### src/rtl/simplez_control.sv
// SIMPLEZ microsequencer: fetch/decode/execute FSM driving every datapath microorder.
// Outputs are combinational from state (plus opcode/z in E0); halts until reset.
module simplez_control #(
  parameter int OPW = 3
) (
  input  logic           clk,
  input  logic           rstn,
  input  logic [OPW-1:0] opcode,
  input  logic           z,
  output logic           lec,
  output logic           esc,
  output logic           era,
  output logic           incp,
  output logic           ecp,
  output logic           ccp,
  output logic           scp,
  output logic           eri,
  output logic           sri,
  output logic           eac,
  output logic           sac,
  output logic [1:0]     alu_op,
  output logic           fetch,
  output logic           stop
);

  typedef enum logic [2:0] {
    S_INIT, S_F0, S_F1, S_F2, S_E0, S_E1, S_E2, S_HALT
  } state_t;

  localparam logic [OPW-1:0] OP_ST  = OPW'(0);
  localparam logic [OPW-1:0] OP_LD  = OPW'(1);
  localparam logic [OPW-1:0] OP_ADD = OPW'(2);
  localparam logic [OPW-1:0] OP_BR  = OPW'(3);
  localparam logic [OPW-1:0] OP_BZ  = OPW'(4);
  localparam logic [OPW-1:0] OP_CLR = OPW'(5);
  localparam logic [OPW-1:0] OP_DEC = OPW'(6);

  state_t         state_q, state_d;
  logic [OPW-1:0] op_q, op_d;

  always_ff @(posedge clk or negedge rstn) begin
    if (!rstn) begin
      state_q <= S_INIT;
      op_q    <= '0;
    end else begin
      state_q <= state_d;
      op_q    <= op_d;
    end
  end

  always_comb begin
    state_d = state_q;
    op_d    = op_q;
    lec     = 1'b0;
    esc     = 1'b0;
    era     = 1'b0;
    incp    = 1'b0;
    ecp     = 1'b0;
    ccp     = 1'b0;
    scp     = 1'b0;
    eri     = 1'b0;
    sri     = 1'b0;
    eac     = 1'b0;
    sac     = 1'b0;
    alu_op  = 2'b00;
    fetch   = 1'b0;
    stop    = 1'b0;
    case (state_q)
      S_INIT: begin
        ccp     = 1'b1;
        state_d = S_F0;
      end
      S_F0: begin
        scp     = 1'b1;
        era     = 1'b1;
        fetch   = 1'b1;
        state_d = S_F1;
      end
      S_F1: begin
        lec     = 1'b1;
        incp    = 1'b1;
        state_d = S_F2;
      end
      S_F2: begin
        eri     = 1'b1;
        state_d = S_E0;
      end
      S_E0: begin
        // Latch the opcode so E1/E2 are immune to later RI changes.
        op_d    = opcode;
        state_d = S_F0;
        case (opcode)
          OP_ST, OP_LD, OP_ADD: begin
            sri     = 1'b1;
            era     = 1'b1;
            state_d = S_E1;
          end
          OP_BR: begin
            sri = 1'b1;
            ecp = 1'b1;
          end
          OP_BZ: begin
            sri = z;
            ecp = z;
          end
          OP_CLR: begin
            eac    = 1'b1;
            alu_op = 2'b11;
          end
          OP_DEC: begin
            eac    = 1'b1;
            alu_op = 2'b10;
          end
          default: state_d = S_HALT;
        endcase
      end
      S_E1: begin
        if (op_q == OP_ST) begin
          sac     = 1'b1;
          esc     = 1'b1;
          state_d = S_F0;
        end else begin
          lec     = 1'b1;
          state_d = S_E2;
        end
      end
      S_E2: begin
        eac     = 1'b1;
        alu_op  = (op_q == OP_LD) ? 2'b01 : 2'b00;
        state_d = S_F0;
      end
      S_HALT: stop = 1'b1;
      default: state_d = S_INIT;
    endcase
  end

endmodule

### config.mk
export PLATFORM = sky130hd
export DESIGN_NAME = simplez_control
export DESIGN_NICKNAME = d
export VERILOG_FILES = /design/src/rtl/simplez_control.sv
export SDC_FILE = /design/constraint.sdc
export NUM_CORES = 1
export LEC_CHECK = 0
export BUFFER_PORTS_ARGS = -buffer_cell sky130_fd_sc_hd__buf_2
export CORE_AREA = 2 2 39 41
export DETAILED_ROUTE_END_ITERATION = 7
export DIE_AREA = 0 0 41 43
export HOLD_SLACK_MARGIN = 0.02
export SETUP_SLACK_MARGIN = 0.02
export SYNTH_ARGS = -nofsm -noshare
export SYNTH_HDL_FRONTEND = slang
export SYNTH_SLANG_ARGS = --single-unit
### constraint.sdc
create_clock -name clk -period 2.3 [get_ports clk]
set_input_delay 0.115 -clock clk [delete_from_list [all_inputs] [get_ports clk]]
set_output_delay 0.115 -clock clk [all_outputs]
set_load 0.05 [all_outputs]
==> metrics.txt <==
WS Path Type=reg -> out; sequential cell area=roughly 150 um2; initial antenna violation count=0; routed vias=about 450; sequential fraction of the synthesis area=31.1%; CTS Sinks=6; vias in the first global route=between 300 and 400; Synth Area in Compound Gates=between 10% and 20%; maximum clock path buffer count=2; CP peak stage delay=500 ps; fin crit share=between 80% and 90%; CTS clk-pin slew, worst paths=around 40 ps; Setup Skew=about 0.34 ps; pin count of the biggest net entering global routing=14; Fin Hold WS=between 200 and 250 ps; setup violators final=0; slowest CP cell=dfrtp_1; fin crit period=1920 ps; final hold vios=0; worst path cell trace=nand2b_1 > or4_1 > o31ai_2 > buf_2; average cell area after synthesis=about 8.5 um2; final setup margin=379 ps; via-per-instance ratio=roughly 5.0; Worst EP arrival=between 1500 and 2000 ps; wire length per cell=about 10 um; Pre-antenna DRT Iters=3; CORE AREA=roughly 1400 um2; Root Buffer=clkbuf_4; dpl hpwl=~770 um; total negative slack=0 ps; Distinct cells, synth=28; Max-slew headroom=74.4%; Gate power share=62.9%; crit start category=register; Nets=81; post-route ant nets=0; CTS hold repair buffers=1; commonest non-fill, non-tap cells in the layout=buf_2, nand2_1, dfrtp_1; worst-path maximum fanout=13; mux contribution to synthesized area=under 10%; Flop pwr share=between 20% and 30%; Clock power frac=slightly above 9%; f_max=0.520 GHz; Multi-input gate area=between 200 and 300 um2; Syn Inst Count=57; first-pass GRT wire length=around 1.6 mm; Initial Util=between 30% and 40%; Yosys Warn Count=0; Routability Congestion=around 0.70; largest family of logic cells by synthesized area=simple AND/OR/NAND/NOR gates; Max-cap violations=0; met3 global-route usage=3.14%; H-tree depth=1; Synthesized Nets=63; status=finished clean; fraction of registers with async set/reset=100%; CP required=2180 ps; RR Startpoint=state_q[2]; Leakage=0.000296 uW; number of synthesized flops with an enable pin=0; setup slack after placement=about 620 ps; Synth Register Bits=6; Total GRT Usage=12.7%; initial DRC count=4; CP endpoint kind=output port; die area=approximately 1800 um2; I/O pin count=21; Top FF cell, synth=dfrtp_1; CTS tree=yes; grt ovf=0; DRC=0; Layout area overhead=24.9%; Simple-Gate Fraction of Synth Area=30.6%; GR Util met1=approximately 16%; Worst Path Buf+Inv=1; Mapped Area=about 480 um2; commonest non-fill, non-tap cell in the layout=buf_2; port bufs=20; die height=approximately 43 um; # rows=14; worst-skew pair later-pin latency=around 230 ps; Slew Limit Fails=0; RSZ-0062 raised after global routing=false; type of the worst min-delay path=in -> async; top cell family by delay on the critical path=simple AND/OR/NAND/NOR gates; layout cell share with drive strength beyond 1=46.6%; Sw Pwr=558 uW; GR Util met2=between 20% and 30%; post-CTS sizing=0; final-layout fill cell count=between 150 and 200; total CTS buffers=3; worst vdd ir=about 0.63 mV; worst slew pin tran=approximately 380 ps; antenna cells=0; PD cells=1590 nW/um2; XOR/XNOR Fraction of Synth Area=3.63%; switching part of the total power=slightly below 60%; width of the die=41 um; buffer count from post-CTS setup fixing=0; global route hottest layer=met2; final WL=approximately 930 um; adder-cell share of the synthesized area=0%; Internal=slightly above 400 uW; worst setup path start=state_q[0]
[power by group through the flow]
stage	Combinational (uW)	Sequential (uW)	Clock, uW
finish	605	268	88.7
global route	651	287	102
CTS	615	267	94.5
detailed placement	613	269	0
global placement	610	267	0
floorplan	602	199	0
[worst paths after layout]
kind | end | slack, ps | cells past startpoint
max | alu_op[0] | 380 | 4
min | op_q[1] | 230 | 2
max reg2reg | state_q[2] | 720 | 3
min reg2reg | op_q[2] | 560 | 2
max in group asynchronous | state_q[0] | 1930 | 2
min in group clk | op_q[2] | 240 | 3
[per-layer routing]
| metal | share of wire [%] | wire length, um |
|---|---|---|
| met5 | 0 | 0 |
| met3 | 3.0 | 28 |
| met1 | 44 | 409 |
| met4 | 0 | 0 |
| met2 | 53 | 495 |
[stage by stage]
step | instance area (um2) | instances | utilization (%) | power, uW
final | 603 | 89 | 43.6 | 962
after global routing | 603 | 89 | 43.6 | 1040
after CTS | 603 | 89 | 43.6 | 977
after detailed placement | 571 | 85 | 41.2 | 882
after global placement | 571 | 85 | 41.2 | 877
after floorplan | 504 | 57 | - | 800
[worst reg2reg max path, cell delays in order (launching register included)]
cell,delay [ps]
dfrtp_1,540
or3b_4,490
or3b_1,400
o211ai_2,80
[state kept, by name (all words and copies together), names as in the netlist]
signal   flops
op_q         3
state_q      3
[kinds of logic (layout without fill, tap and decap cells)]
group	Yosys count	in the layout
flip-flops	6	6
buffers and inverters	10	26
multiplexers	2	2
AND/OR/NAND/NOR	25	25
AO/OA/AOI/OAI	12	12
XOR/XNOR	2	2
[Yosys cell counts (all sizes together) (2+ instances only)]
| cell | number | area, um2 |
|---|---|---|
| inv | 2 | 7.51 |
| nor3 | 3 | 15.0 |
| a21oi | 3 | 15.0 |
| a211oi | 2 | 15.0 |
| or2 | 2 | 12.5 |
| mux2 | 2 | 22.5 |
| nor3b | 2 | 15.0 |
| dfrtp | 6 | 150 |
| nand3b | 2 | 15.0 |
| buf | 5 | 42.5 |
| xor2 | 2 | 17.5 |
| or3b | 3 | 28.8 |
| clkbuf | 3 | 11.3 |
| o21ai | 2 | 10.0 |
| nand2 | 7 | 26.3 |
| nor2 | 2 | 7.51 |
[cell type report]
type	instances	area share, %
Multi-Input combinational cell	41	48.5
Sequential cell	6	24.9
Timing Repair Buffer	21	18.3
Clock buffer	3	3.73
Tap cell	16	3.32
Inverter	2	1.24
Note: power is estimated with default switching activity, not from simulation.
